**config.mk**
```make
export PLATFORM = sky130hd
export DESIGN_NAME = clk_strobe_gen
export DESIGN_NICKNAME = d
export VERILOG_FILES = /design/src/rtl/clk_strobe_pkg.sv /design/src/rtl/clk_strobe_chan.sv /design/src/rtl/clk_strobe_gen.sv
export SDC_FILE = /design/constraint.sdc
export NUM_CORES = 1
export LEC_CHECK = 0
export BUFFER_PORTS_ARGS = -buffer_cell sky130_fd_sc_hd__buf_4
export CORE_AREA = 2 2 85 120
export CTS_CLUSTER_SIZE = 10
export DETAILED_ROUTE_END_ITERATION = 10
export DIE_AREA = 0 0 87 122
export GPL_TIMING_DRIVEN = 0
export HOLD_SLACK_MARGIN = 0.05
export PLACE_DENSITY = 0.9
export RECOVER_POWER = 50
export SKIP_LAST_GASP = 1
export SLEW_MARGIN = 20
export SYNTH_ARGS = -nofsm -noshare
export SYNTH_HDL_FRONTEND = slang
export SYNTH_SLANG_ARGS = --single-unit
```
**constraint.sdc**
```tcl
create_clock -name clk_in -period 3.67 [get_ports clk_in]
set_input_delay 0 -clock clk_in [delete_from_list [all_inputs] [get_ports clk_in]]
set_output_delay 0 -clock clk_in [all_outputs]
set_load 0.02 [all_outputs]
```
**src/rtl/clk_strobe_pkg.sv**
```systemverilog
// Shared types and defaults for the clk_strobe_gen strobe/clock generator.
// Optional duty-cycle clock outputs are enabled with CLK_STROBE_GEN_DUTY_EN.
package clk_strobe_pkg;

  localparam int DEF_NCH   = 3;
  localparam int DEF_CNT_W = 8;

  typedef enum logic [1:0] {
    ST_IDLE  = 2'd0,
    ST_ALIGN = 2'd1,
    ST_RUN   = 2'd2
  } state_t;

endpackage

```
**src/rtl/clk_strobe_chan.sv**
```systemverilog
// One strobe channel: period counter, shadowed div/phase and output decode.
// The registered square-wave output exists only with CLK_STROBE_GEN_DUTY_EN.
module clk_strobe_chan #(
  parameter int CNT_W = clk_strobe_pkg::DEF_CNT_W
) (
  input  logic             clk_in,
  input  logic             reset_n,
  input  logic             run,
  input  logic             load,
  input  logic [CNT_W-1:0] div_in,
  input  logic [CNT_W-1:0] phase_in,
  output logic             stb,
  output logic             clk_o,
  output logic             at_zero
);

  logic [CNT_W-1:0] count;
  logic [CNT_W-1:0] div_sh;
  logic [CNT_W-1:0] phase_sh;
  logic [CNT_W-1:0] phase_eff;
  logic             enabled;
  logic             wrap;
  logic             hit;
  logic             stb_q;

  // Decode wrap and strobe position; an out-of-range phase lands on the last count.
  always_comb begin
    enabled   = (div_sh != '0);
    wrap      = enabled && (count == div_sh - CNT_W'(1));
    phase_eff = (phase_sh >= div_sh) ? div_sh - CNT_W'(1) : phase_sh;
    hit       = enabled && (count == phase_eff);
    at_zero   = !enabled || (count == '0);
  end

  // Counter and shadows: a sync load beats a wrap, and shadows only move at a boundary.
  always_ff @(posedge clk_in or negedge reset_n) begin
    if (!reset_n) begin
      count    <= '0;
      div_sh   <= '0;
      phase_sh <= '0;
    end else if (load) begin
      count    <= '0;
      div_sh   <= div_in;
      phase_sh <= phase_in;
    end else if (run) begin
      if (wrap) begin
        count    <= '0;
        div_sh   <= div_in;
        phase_sh <= phase_in;
      end else if (enabled) begin
        count <= count + CNT_W'(1);
      end
    end else begin
      count <= '0;
    end
  end

  // Strobe is registered from the counter value of the current cycle.
  always_ff @(posedge clk_in or negedge reset_n) begin
    if (!reset_n) begin
      stb_q <= 1'b0;
    end else begin
      stb_q <= run && hit;
    end
  end

  assign stb = stb_q;

`ifdef CLK_STROBE_GEN_DUTY_EN
  logic [CNT_W:0] half;
  logic           clk_q;

  assign half = ({1'b0, div_sh} + (CNT_W+1)'(1)) >> 1;

  // Square wave is high for the first half (rounded up) of each period.
  always_ff @(posedge clk_in or negedge reset_n) begin
    if (!reset_n) begin
      clk_q <= 1'b0;
    end else begin
      clk_q <= run && enabled && ({1'b0, count} < half);
    end
  end

  assign clk_o = clk_q;
`else
  assign clk_o = 1'b0;
`endif

endmodule

```
**src/rtl/clk_strobe_gen.sv**
```systemverilog
// Multi-channel strobe and clock generator with sync alignment.
// Define CLK_STROBE_GEN_DUTY_EN to build the per-channel clk_o square waves.
module clk_strobe_gen
  import clk_strobe_pkg::*;
#(
  parameter int NCH   = DEF_NCH,
  parameter int CNT_W = DEF_CNT_W
) (
  input  logic                 clk_in,
  input  logic                 reset_n,
  input  logic                 enable,
  input  logic                 sync_in,
  input  logic [NCH*CNT_W-1:0] div,
  input  logic [NCH*CNT_W-1:0] phase,
  output logic [NCH-1:0]       stb,
  output logic [NCH-1:0]       clk_o,
  output logic                 locked,
  output logic                 sync_err
);

  state_t         state;
  state_t         state_nx;
  logic [NCH-1:0] at_zero;
  logic           all_zero;
  logic           run;
  logic           load;
  logic           misaligned;
  logic           sync_err_q;

  // Sequencing: IDLE -> ALIGN on enable, ALIGN -> RUN on sync, dropping enable always idles.
  always_comb begin
    state_nx = state;
    case (state)
      ST_IDLE:  if (enable) state_nx = ST_ALIGN;
      ST_ALIGN: begin
        if (!enable) state_nx = ST_IDLE;
        else if (sync_in) state_nx = ST_RUN;
      end
      ST_RUN:   if (!enable) state_nx = ST_IDLE;
      default:  state_nx = ST_IDLE;
    endcase
  end

  // State register.
  always_ff @(posedge clk_in or negedge reset_n) begin
    if (!reset_n) begin
      state <= ST_IDLE;
    end else begin
      state <= state_nx;
    end
  end

  // Channel control: a sync already lined up with every channel is harmless in RUN.
  always_comb begin
    all_zero   = &at_zero;
    run        = (state == ST_RUN) && enable;
    misaligned = run && sync_in && !all_zero;
    load       = (enable && sync_in && (state == ST_ALIGN)) || misaligned;
  end

  // Error pulse lands the cycle after the offending sync.
  always_ff @(posedge clk_in or negedge reset_n) begin
    if (!reset_n) begin
      sync_err_q <= 1'b0;
    end else begin
      sync_err_q <= misaligned;
    end
  end

  assign sync_err = sync_err_q;
  assign locked   = (state == ST_RUN);

  for (genvar i = 0; i < NCH; i++) begin : g_chan
    clk_strobe_chan #(
      .CNT_W (CNT_W)
    ) u_chan (
      .clk_in   (clk_in),
      .reset_n  (reset_n),
      .run      (run),
      .load     (load),
      .div_in   (div[i*CNT_W +: CNT_W]),
      .phase_in (phase[i*CNT_W +: CNT_W]),
      .stb      (stb[i]),
      .clk_o    (clk_o[i]),
      .at_zero  (at_zero[i])
    );
  end

endmodule

```
* Yosys cells after proc, flatten, opt, wreduce, memory -nomap -nowiden
Index checks and enable logic that the tools add are counted.
** Word-level totals
- Bits in read-only memories :: 0
- Logic and storage cells :: 113
- Bits in writable memories :: 0
- Register bits after elaboration :: 78
- Output and inout port bits :: 8
- Bits in latches :: 0
- Memories :: 0
- Input bits :: 52
** Cells by class
- Eq/ne operators :: 14
- Magnitude comparators :: 3
- Mux-type cells :: 38
- Reduce and logical (&&, ||, !) cells :: 38
- Shift operators :: 0
- Bitwise gates (word level) :: 0
- $add $sub $neg :: 6
- Divide/modulo/power cells :: 0
- Multiply operators :: 0
** Operator list (number)
- $mux 8 :: 33
- $eq 8x8->1 :: 6
- $add 8x1->8 const B :: 3
- $ge 8x8->1 :: 3
- $logic_not 8->1 :: 3
- $reduce_bool 8->1 :: 3
- $sub 8x1->8 const B :: 3
- $logic_and 1x1->1 :: 14
- $mux 2 :: 4
- $ne 4x2->1 const B :: 2
- $reduce_bool 2->1 :: 4
- $pmux 2 s3 :: 1
- $reduce_and 2->1 :: 3
- $reduce_and 3->1 :: 2
- $logic_not 1->1 :: 4
- $logic_or 1x1->1 :: 4
- $ne 2x2->1 const B :: 2
- $ne 4x4->1 const B :: 1
- $ne 3x3->1 const B :: 1
- $eq 2x1->1 const B :: 1
- $eq 2x2->1 const B :: 1
- $logic_not 2->1 :: 1

* Longest topological paths before layout
Gate-level depths: netlist of run 1.
- Depth in word-level cells :: 9
- Gate-level depth with buffers :: 12
- Mapped depth without buffers :: 10

* Modules after synthesis
From an unflattened synthesis of run 1, not the netlist that was laid out.
** Unflattened totals
- Cell total of the unflattened synthesis :: 508
- Area total of the unflattened synthesis :: 5430.2 sq um
** Modules (own cells, without submodules)
- clk_strobe_chan (g_chan[1].u_chan ...) :: instances 2, area each 1732.9 sq um, cells an instance 166
- clk_strobe_chan (g_chan[0].u_chan) :: instances 1, area each 1808.0 sq um, cells an instance 161
- clk_strobe_gen :: instances 1, area each 156.4 sq um, cells an instance 15

* Worst setup path before layout of run 1
Ideal clock, no wire load.
- Path kind :: register -> register
- Start point :: reg g_chan[2].u_chan.div_sh[0]
- End point :: reg g_chan[0].u_chan.div_sh[0]
- Setup time :: 125 ps
- Path buffers :: 1
- Cell stages (with the launch flop) :: 12
- Arrival :: 2706 ps
- Setup slack :: 839 ps
- Clock period less this slack :: 2831 ps
- Path through :: dfrtp_1 -> inv_1 -> ha_1 -> nor3b_2 -> nand2_1 -> nor4_2 -> a21oi_1 -> o31ai_4 -> a2bb2oi_4 -> a21boi_4 -> buf_12 -> mux2_4
** On the way
- Cells in the longest elaborated chain, start to end :: 9
- Elaborated cells between the ends (all ways) :: 11
- Those cells by class :: mux (1); reduce/logical (10)
** Ends and longest elaborated chain
- start: declaration :: RTL line clk_strobe_chan.sv:18 : logic [CNT_W-1:0] div_sh;
- start signal: assignment :: RTL line clk_strobe_chan.sv:43 : div_sh <= div_in;
- start signal: assignment :: RTL line clk_strobe_chan.sv:48 : div_sh <= div_in;
- $reduce_bool 8->1 (*) :: RTL line clk_strobe_chan.sv:28 : enabled = (div_sh != '0);
- $logic_not 1->1 (*) :: RTL line clk_strobe_chan.sv:32 : at_zero = !enabled || (count == '0);
- $logic_or 1x1->1 (*) :: RTL line clk_strobe_chan.sv:32
- $reduce_and 3->1 (*) :: RTL line clk_strobe_gen.sv:55 : all_zero = &at_zero;
- $logic_not 1->1 (*) :: RTL line clk_strobe_gen.sv:57 : misaligned = run && sync_in && !all_zero;
- $logic_and 1x1->1 (*) :: RTL line clk_strobe_gen.sv:57
- $logic_or 1x1->1 (*) :: RTL line clk_strobe_gen.sv:58 : load = (enable && sync_in && (state == ST_ALIGN)) || misaligned;
- $reduce_bool 2->1 (no line)
- $reduce_and 2->1 (no line)
- end signal: assignment :: RTL line clk_strobe_chan.sv:43
- end signal: assignment :: RTL line clk_strobe_chan.sv:48
- end: declaration :: RTL line clk_strobe_chan.sv:18
Every way passes the cells marked *; elsewhere a longest branch is shown, timed or not.
A chain may end at the register's enable or synchronous reset.

* Worst setup path after layout of run 1
- Start point :: reg g_chan[2].u_chan.div_sh[0]
- End point :: reg g_chan[0].u_chan.phase_sh[6]
** On the way
- Cells in the longest elaborated chain, start to end :: 9
- Elaborated cells between the ends (all ways) :: 11
- Those cells by class :: mux (1); reduce/logical (10)
** Ends and longest elaborated chain
- $reduce_bool 8->1 (*) :: RTL line clk_strobe_chan.sv:28
- $logic_not 1->1 (*) :: RTL line clk_strobe_chan.sv:32
- $logic_or 1x1->1 (*) :: RTL line clk_strobe_chan.sv:32
- $reduce_and 3->1 (*) :: RTL line clk_strobe_gen.sv:55
- $logic_not 1->1 (*) :: RTL line clk_strobe_gen.sv:57
- $logic_and 1x1->1 (*) :: RTL line clk_strobe_gen.sv:57
- $logic_or 1x1->1 (*) :: RTL line clk_strobe_gen.sv:58
- $reduce_bool 2->1 (no line)
- $reduce_and 2->1 (no line)
- end signal: assignment :: RTL line clk_strobe_chan.sv:44 : phase_sh <= phase_in;
- end signal: assignment :: RTL line clk_strobe_chan.sv:49 : phase_sh <= phase_in;
- end: declaration :: RTL line clk_strobe_chan.sv:19 : logic [CNT_W-1:0] phase_sh;
Marks and branches as above.

==> flow_metrics.py, run 1 <==
metrics = {
    "floorplanning": {
        "rows": 43,
        "die_h_um": 122,
        "die_area_mm2": 0.0106,
        "io_pins": 60,
        "coreArea_mm2": 0.00963,
        "initial_core_util": 0.584,
        "die_w_um": 87,
    },
    "routing": {
        "postRouteAntennaNets": 0,
        "vias": 4889,
        "routed_wl_mm": 14.6,
        "vias_per_cell": 6.06,
        "first_pass_iters": 5,
        "drt-wirelength-per-cell_um": 18.1,
        "drc": 0,
        "drtIter0Drc": 328,
    },
    "timing": {
        "slew_headroom": -0.307,
        "worst_slew_pin_slew_ns": 1.96,
        "rsz0062_at_grt": "no",
        "fin_setup_tns_ns": 0,
        "finalCriticalPeriod_ns": 3.33,
        "fin_skew_ns": 0.00770,
        "setup_viol": 0,
        "hold_viol_final": 0,
        "fmax_ghz": 0.301,
        "timing.final.crit_share": 0.906,
        "setup_ws_ns": 0.344,
        "maxSlewViolCount": 79,
    },
    "critical_path": {
        "end_kind": "flip-flop",
        "path_cells": "inv_1 > ha_1 > nor3b_2 > nand2_1 > nor4_2 > a21oi_1 > o31ai_4 > a2bb2oi_4 > a21boi_4 > buf_12 > mux2_4",
        "worst-path-stages": 11,
        "r2r-start": "g_chan[2].u_chan.div_sh[0]",
        "worst_ep_arrival_time_ns": 3.55,
        "cp_slowest_stage_delay_ns": 0.45,
        "startpoint_type": "flip-flop",
        "criticalPathCategory": "flip-flop to flip-flop",
        "worst-path-buf-inv": 2,
        "crit_family": "compound AO/OA/AOI/OAI gates",
        "r2r_slack_ns": 0.34,
        "reg2reg_depth": 11,
        "r2r-end": "g_chan[0].u_chan.phase_sh[6]",
        "critPathMaxFanout": 10,
        "cp.required_ns": 3.89,
        "cp_slowest_cell": "dfrtp_1",
    },
    "outcome": {
        "status": "complete, but fails checks",
        "violations": "max-capacitance violations, max-slew violations",
    },
    "pwr": {
        "irDropWorstVdd_mv": 0.405,
        "power.density_mw_per_mm2": 551,
        "clkPwrFrac": 0.262,
        "power_mw": 3.87,
        "p_seq_frac": 0.323,
        "p_switching_mw": 1.39,
        "netSwitchingFraction": 0.359,
        "p_leak_nw": 3.23,
        "internal_power_mw": 2.48,
        "combPwrFrac": 0.415,
    },
    "yosys": {
        "async_flop_share": 1.00,
        "yosysSeqAreaShare": 0.347,
        "ys_seq_elements": 78,
        "synth.top_cell.area_share": 0.347,
        "ys_top_cells_by_area": "dfrtp_1, ha_1, mux2_2",
        "synth_area_leader_cell": "dfrtp_1",
        "syn_area_mm2": 0.00562,
        "synth.distinct_cells": 66,
        "synth_ff_type": "dfrtp_1",
        "synth_edf_count": 0,
        "syn_avg_cell_area_um2": 9.86,
        "synth-warning-count": 0,
        "syn_inst": 570,
    },
    "finish": {
        "stdcell_area_mm2": 0.00702,
        "nets": 775,
        "layout_common_cells": "dfrtp_1, buf_4, dlygate4sd3_1",
        "areaGrowthSynthToFinish_pct": 25.0,
        "n_fill_cell": 630,
        "diodes": 0,
        "drive_gt1_frac": 0.217,
        "layout_commonest_cell": "dfrtp_1",
    },
    "grt": {
        "grt-ovfl-total": 0,
        "grt.total_usage": 0.290,
        "first_global_vias": 5070,
        "grt_pass1_wl_mm": 23.9,
        "antenna_found_initial": 0,
        "grt_max_degree": 79,
    },
    "cts": {
        "clk_latency_ns": 0.34,
        "holdBufCountCts": 51,
        "postCtsSetupBuffers": 0,
        "clock_sinks": 78,
        "ctsResizeCount": 0,
        "cts_tree": "done",
        "numCtsBuffers": 9,
        "clk_pin_slew_worst_paths_ns": 0.06,
        "clockBufferDepth": 2,
        "cts-htree-levels": 3,
        "cts_root_buf": "clkbuf_16",
    },
    "min_path": {
        "holdCritStartpoint": "div[17]",
        "hold_end": "g_chan[2].u_chan.div_sh[1]",
        "whs_path_depth": 3,
        "hp-class": "input pin to flip-flop",
    },
    "placed_design": {
        "post-dp-hpwl_mm": 9.51,
        "io_buffers": 56,
        "pre_cts_ws_ns": 0.450,
        "place_area_mm2": 0.00619,
        "place.gp.congestion": 0.946,
    },
    "job": {
        "cap_violations": 1,
    },
}
## power by group through the flow
stage | combinational, mW | clock (mW) | sequential, mW
2_1_floorplan | 1.18 | 0 | 1.18
3_3_place_gp | 1.39 | 0 | 1.24
3_5_place_dp | 1.48 | 0 | 1.25
4_1_cts | 1.55 | 1.02 | 1.24
5_1_grt | 1.75 | 1.06 | 1.27
6_report | 1.61 | 1.01 | 1.25
## through the flow
stage          std cells  hold slack (ns)   util
3_3_place_gp         740            0.209  0.643
3_5_place_dp         740            0.234  0.643
4_1_cts              807            0.418  0.730
2_1_floorplan        572           -0.296      -
6_report             807            0.433  0.729
5_1_grt              807            0.434  0.729
## worst max path at each step
stage,endpoint,slack (ns),from
2_1_floorplan,g_chan[0].u_chan.div_sh[0],0.84,g_chan[2].u_chan.div_sh[0]
3_3_place_gp,g_chan[0].u_chan.phase_sh[0],0.52,g_chan[2].u_chan.div_sh[0]
3_5_place_dp,g_chan[0].u_chan.phase_sh[6],0.45,g_chan[2].u_chan.div_sh[0]
4_1_cts,g_chan[0].u_chan.phase_sh[6],0.37,g_chan[2].u_chan.div_sh[0]
5_1_grt,g_chan[0].u_chan.phase_sh[6],0.12,g_chan[2].u_chan.div_sh[0]
6_report,g_chan[0].u_chan.phase_sh[6],0.34,g_chan[2].u_chan.div_sh[0]
## final cells by class
class | instances | area [um2] | area share
timing repair buffer | 107 | 925 | 0.132
sequential | 78 | 1950 | 0.278
buffer | 32 | 200 | 0.0285
clock buffer | 12 | 236 | 0.0337
tap | 112 | 140 | 0.0200
inverter | 40 | 150 | 0.0214
multi-input combinational | 422 | 3330 | 0.473
clock inverter | 4 | 95.1 | 0.0135
## routing by layer
layer | vias to the layer above | track usage | part of all wire
met5 | - | 0 | 0
met4 | 0 | 0.133 | 0.034
met3 | 52 | 0.0522 | 0.049
met2 | 214 | 0.525 | 0.54
met1 | 2387 | 0.325 | 0.38
li1 | 2236 | - | -
## synth_stat cells, types with 4 or more instances
library cell,count
mux2_4,20
xor2_1,20
a22oi_1,6
xnor2_1,34
a21oi_1,30
nor2b_1,9
nand2_1,29
a21o_1,8
nor3_1,7
nand2b_1,4
ha_1,33
mux2_2,28
and3_1,12
nand3_1,14
o21ai_0,30
nor4_1,4
nand4_1,6
inv_1,40
or3_1,5
clkbuf_1,16
nor2_1,36
mux2i_1,18
dfrtp_1,78
a211oi_1,7
nand3b_1,8
buf_4,8
## state kept, by name, summed over array words and instances, names as in the netlist
| signal | count |
|---|---|
| g_chan.u_chan.phase_sh | 24 |
| state | 2 |
| sync_err | 1 |
| g_chan.u_chan.stb | 3 |
| g_chan.u_chan.div_sh | 24 |
| g_chan.u_chan.count | 24 |
## kinds of logic (layout without fill, tap and decap cells)
family / count (synthesis) / in the layout / share of synthesized area
AOI/OAI and AO/OA: 105 / 105 / 0.125
and+or+nand+nor: 161 / 161 / 0.166
other: 1 / 3 / 0.000667
buffers and inverters: 72 / 195 / 0.0623
muxes: 66 / 66 / 0.142
xor gates and xnor gates: 54 / 54 / 0.0842
adders and majority gates: 33 / 33 / 0.0735
DFF: 78 / 78 / 0.347
## worst register-to-register path, cell delays in order, from the launching register on
cell	delay (ns)
dfrtp_1	0.45
inv_1	0.09
ha_1	0.19
nor3b_2	0.35
nand2_1	0.19
nor4_2	0.35
a21oi_1	0.15
o31ai_4	0.32
a2bb2oi_4	0.22
a21boi_4	0.37
buf_12	0.20
mux2_4	0.31
(Power assumes the default switching activity.)
==> inputs of run 2 (changes only) <==
- CTS_CLUSTER_DIAMETER: not set -> 100
- PLACE_DENSITY: 0.9 -> 0.77
==> flow_metrics.py, run 2 (synthesized netlist as in run 1, its figures left out) <==
metrics = {
    "timing": {
        "fin_skew_ns": 0.00655,
        "rsz0062_at_grt": "no",
        "fin_setup_tns_ns": 0,
        "timing.final.crit_share": 0.890,
        "fmax_ghz": 0.306,
        "whs_ns": 0.341,
        "slew_headroom": 0.0344,
        "setup_ws_ns": 0.402,
        "setup_viol": 0,
        "worst_slew_pin_slew_ns": 1.45,
        "finalCriticalPeriod_ns": 3.27,
        "hold_viol_final": 0,
        "maxSlewViolCount": 0,
    },
    "floorplanning": {
        "initial_core_util": 0.584,
        "die_h_um": 122,
        "io_pins": 60,
        "coreArea_mm2": 0.00963,
        "die_w_um": 87,
        "rows": 43,
        "die_area_mm2": 0.0106,
    },
    "placed_design": {
        "io_buffers": 56,
        "post-dp-hpwl_mm": 9.16,
        "pre_cts_ws_ns": 0.417,
        "place.gp.congestion": 0.874,
        "place_area_mm2": 0.00619,
    },
    "critical_path": {
        "startpoint_type": "flip-flop",
        "r2r-end": "g_chan[0].u_chan.div_sh[3]",
        "r2r_slack_ns": 0.40,
        "reg2reg_depth": 11,
        "crit_start": "g_chan[2].u_chan.div_sh[0]",
        "crit_end": "g_chan[0].u_chan.div_sh[3]",
        "end_kind": "flip-flop",
        "critPathMaxFanout": 10,
        "r2r-start": "g_chan[2].u_chan.div_sh[0]",
        "cp.required_ns": 3.89,
        "criticalPathCategory": "flip-flop to flip-flop",
        "worst_ep_arrival_time_ns": 3.49,
    },
    "grt": {
        "grt_pass1_wl_mm": 22.0,
        "first_global_vias": 4721,
        "antenna_found_initial": 0,
        "grt.total_usage": 0.264,
        "grt_max_degree": 79,
        "grt-ovfl-total": 0,
    },
    "finish": {
        "diodes": 0,
        "drive_gt1_frac": 0.219,
        "reg_top3": "g_chan.u_chan.count x24, g_chan.u_chan.div_sh x24, g_chan.u_chan.phase_sh x24",
        "layout_common_cells": "dfrtp_1, buf_4, dlygate4sd3_1",
        "areaGrowthSynthToFinish_pct": 24.1,
        "stdcell_area_mm2": 0.00697,
        "nets": 776,
        "layout_commonest_cell": "dfrtp_1",
    },
    "cts": {
        "cts_root_buf": "clkbuf_16",
        "clk_latency_ns": 0.34,
        "clk_pin_slew_worst_paths_ns": 0.06,
        "ctsResizeCount": 0,
        "clockBufferDepth": 2,
        "cts_tree": "done",
        "cts-htree-levels": 3,
        "numCtsBuffers": 9,
        "clock_sinks": 78,
    },
    "routing": {
        "first_pass_iters": 4,
        "drc": 0,
        "vias": 4596,
        "postRouteAntennaNets": 0,
        "drtIter0Drc": 233,
        "routed_wl_mm": 13.0,
        "drt-wirelength-per-cell_um": 16.2,
        "vias_per_cell": 5.70,
    },
    "job": {
        "cap_violations": 0,
    },
    "pwr": {
        "p_leak_nw": 3.21,
        "irDropWorstVdd_mv": 0.397,
        "power_mw": 3.62,
        "power.density_mw_per_mm2": 519,
    },
    "min_path": {
        "hp-class": "input pin to async pin",
    },
    "outcome": {
        "status": "completed",
    },
}
-- run 2: worst min-delay path by stage --
stage / startpoint / to
2_1_floorplan: reset_n / g_chan[0].u_chan.count[0]
3_3_place_gp: reset_n / g_chan[0].u_chan.count[7]
3_5_place_dp: reset_n / g_chan[0].u_chan.count[5]
4_1_cts: reset_n / g_chan[0].u_chan.count[2]
5_1_grt: reset_n / g_chan[1].u_chan.div_sh[1]
6_report: reset_n / g_chan[1].u_chan.div_sh[1]
-- run 2: power breakdown --
group | switching (mW) | leakage [nW] | internal [mW] | total [mW]
Clock | 0.346 | 0.137 | 0.515 | 0.860
Combinational | 0.729 | 2.08 | 0.789 | 1.52
Sequential | 0.224 | 0.988 | 1.02 | 1.24
-- run 2: metrics by stage --
| step | instances | utilization |
|---|---|---|
| after floorplan | 572 | - |
| after global placement | 740 | 0.643 |
| after detailed placement | 740 | 0.643 |
| after CTS | 805 | 0.724 |
| after global routing | 806 | 0.724 |
| final | 806 | 0.724 |
-- run 2: repair_timing --
item	4_1_cts	5_1_grt
hold buffers	51	0
setup buffers	0	0
hold endpoints to repair	129	0
-- run 2: worst max-delay path, cell delays in order (launching register included) --
cell and delay (ns):
dfrtp_1 0.45, inv_1 0.09, ha_1 0.16, nor3b_2 0.33, nand2_1 0.20, nor4_2 0.33
a21oi_1 0.15, o31ai_4 0.32, a2bb2oi_4 0.23, a21boi_4 0.38, buf_12 0.19, mux2_4 0.30
-- run 2: per-layer routing --
layer / track usage / vias to the layer above / wire [um]
met4: 0.119 / 0 / 383
met2: 0.476 / 106 / 7150
met1: 0.304 / 2226 / 5100
met5: 0 / - / 0
met3: 0.0366 / 27 / 396
li1: - / 2237 / -
-- run 2: cell type report --
class	instances	area, um2
inverters	40	150
repair buffers	108	928
clock buffers	9	225
well taps	112	140
flip-flops and latches	78	1950
fillers	642	2660
multi-input cells	422	3330
clock inverters	5	52.6
plain buffers	32	200
==> inputs of run 3 (changes only) <==
- clock period: 3.67 -> 3.25 ns (I/O delays scaled with it)
==> flow_metrics.py, run 3 (synthesized netlist as in run 1, its figures left out) <==
metrics = {
    "outcome": {
        "status": "completed",
    },
    "timing": {
        "hold_viol_final": 0,
        "finalCriticalPeriod_ns": 3.03,
        "maxSlewViolCount": 0,
        "whs_ns": 0.338,
        "fin_setup_tns_ns": 0,
        "rsz0062_at_grt": "no",
        "setup_viol": 0,
        "fin_skew_ns": 0.00881,
        "timing.final.crit_share": 0.933,
        "slew_headroom": 0.0423,
        "fmax_ghz": 0.330,
        "worst_slew_pin_slew_ns": 1.44,
        "setup_ws_ns": 0.218,
    },
    "cts": {
        "cts_root_buf": "clkbuf_16",
        "clockBufferDepth": 2,
        "clk_latency_ns": 0.34,
        "clk_pin_slew_worst_paths_ns": 0.06,
        "numCtsBuffers": 9,
        "cts-htree-levels": 3,
        "cts_tree": "done",
        "clock_sinks": 78,
    },
    "placed_design": {
        "place.gp.congestion": 0.874,
        "io_buffers": 56,
        "place_area_mm2": 0.00619,
        "post-dp-hpwl_mm": 9.16,
        "pre_cts_ws_ns": -0.00323,
        "post-place-cells": 740,
    },
    "grt": {
        "grt-ovfl-total": 0,
        "antenna_found_initial": 0,
        "grt.total_usage": 0.263,
        "grt_pass1_wl_mm": 22.0,
        "first_global_vias": 4735,
        "grt_max_degree": 79,
    },
    "finish": {
        "layout_common_cells": "dfrtp_1, buf_4, dlygate4sd3_1",
        "drive_gt1_frac": 0.224,
        "multi_input_area_mm2": 0.00334,
        "areaGrowthSynthToFinish_pct": 25.0,
        "nets": 778,
        "regArea_mm2": 0.00195,
        "fin_util": 0.729,
        "diodes": 0,
        "reg_top3": "g_chan.u_chan.count x24, g_chan.u_chan.div_sh x24, g_chan.u_chan.phase_sh x24",
        "fin_cells": 808,
        "stdcell_area_mm2": 0.00702,
        "n_fill_cell": 633,
        "layout_commonest_cell": "dfrtp_1",
    },
    "routing": {
        "drc": 0,
        "vias_per_cell": 5.75,
        "first_pass_iters": 5,
        "wl_met1_mm": 5.17,
        "drt-wirelength-per-cell_um": 16.2,
        "vias": 4649,
        "drtIter0Drc": 245,
        "dr_wl_met2_mm": 7.10,
        "wl_met3_um": 420,
        "highest_layer": "met4",
        "routed_wl_mm": 13.1,
        "postRouteAntennaNets": 0,
    },
    "critical_path": {
        "worst_ep_arrival_time_ns": 3.25,
        "end_kind": "flip-flop",
        "critPathMaxFanout": 10,
        "crit_start": "g_chan[0].u_chan.div_sh[0]",
        "r2r-end": "g_chan[0].u_chan.div_sh[3]",
        "criticalPathCategory": "flip-flop to flip-flop",
        "r2r-start": "g_chan[0].u_chan.div_sh[0]",
        "crit_end": "g_chan[0].u_chan.div_sh[3]",
        "startpoint_type": "flip-flop",
        "reg2reg_depth": 10,
        "cp.required_ns": 3.47,
        "r2r_slack_ns": 0.22,
    },
    "pwr": {
        "p_leak_nw": 3.23,
        "power.density_mw_per_mm2": 585,
        "power_mw": 4.11,
        "irDropWorstVdd_mv": 0.454,
    },
    "floorplanning": {
        "die_h_um": 122,
        "die_w_um": 87,
        "coreArea_mm2": 0.00963,
        "rows": 43,
        "io_pins": 60,
        "die_area_mm2": 0.0106,
        "initial_core_util": 0.584,
    },
    "min_path": {
        "hp-class": "input pin to async pin",
    },
    "job": {
        "cap_violations": 0,
    },
}
[run 3: cell types whose count changed in the layout (fill, tap and decap cells not counted), sizes merged]
cell and change:
buf +3, clkbuf -1
[run 3: critical path: stages, from the launching register on]
cell	delay (ns)
dfrtp_1	0.47
inv_1	0.09
ha_1	0.22
or4b_1	0.51
and3_1	0.21
nor3_1	0.15
a2bb2oi_1	0.38
nor4_4	0.14
a21boi_4	0.26
buf_12	0.18
mux2_4	0.30
[run 3: cell type report]
class                           instances  share of cell area
Buffer                                 31              0.0280
Sequential cell                        78               0.278
Clock buffer                            9              0.0321
Timing Repair Buffer                  111               0.137
Tap cell                              112              0.0200
Clock inverter                          5             0.00748
Multi-Input combinational cell        422               0.476
Inverter                               40              0.0214
[run 3: layer usage]
| metal | GRT usage | up-vias |
|---|---|---|
| met5 | 0 | - |
| met4 | 0.119 | 0 |
| met3 | 0.0366 | 32 |
| met2 | 0.476 | 120 |
| met1 | 0.302 | 2260 |
| li1 | - | 2237 |
[run 3: worst min-delay path by stage]
stage          cells after the start  slack [ns]                    endpoint
3_5_place_dp                       1        0.22   g_chan[0].u_chan.count[5]
2_1_floorplan                      0       -0.30   g_chan[0].u_chan.count[0]
3_3_place_gp                       1        0.22   g_chan[0].u_chan.count[7]
5_1_grt                            2        0.43  g_chan[1].u_chan.div_sh[1]
6_report                           2        0.34  g_chan[1].u_chan.div_sh[1]
4_1_cts                            2        0.41   g_chan[0].u_chan.count[2]
[run 3: power breakdown]
part	internal, mW	leakage, nW	switching (mW)
registers	1.15	0.988	0.259
logic	0.898	2.11	0.831
clock network	0.582	0.137	0.391
[run 3: timing repair]
action	CTS	global route
pin swaps	0	1
gates resized for setup	0	3
endpoints found under the setup margin	10	39
hold buffers	51	0
buffers inserted	1	2
hold endpoints to repair	129	0
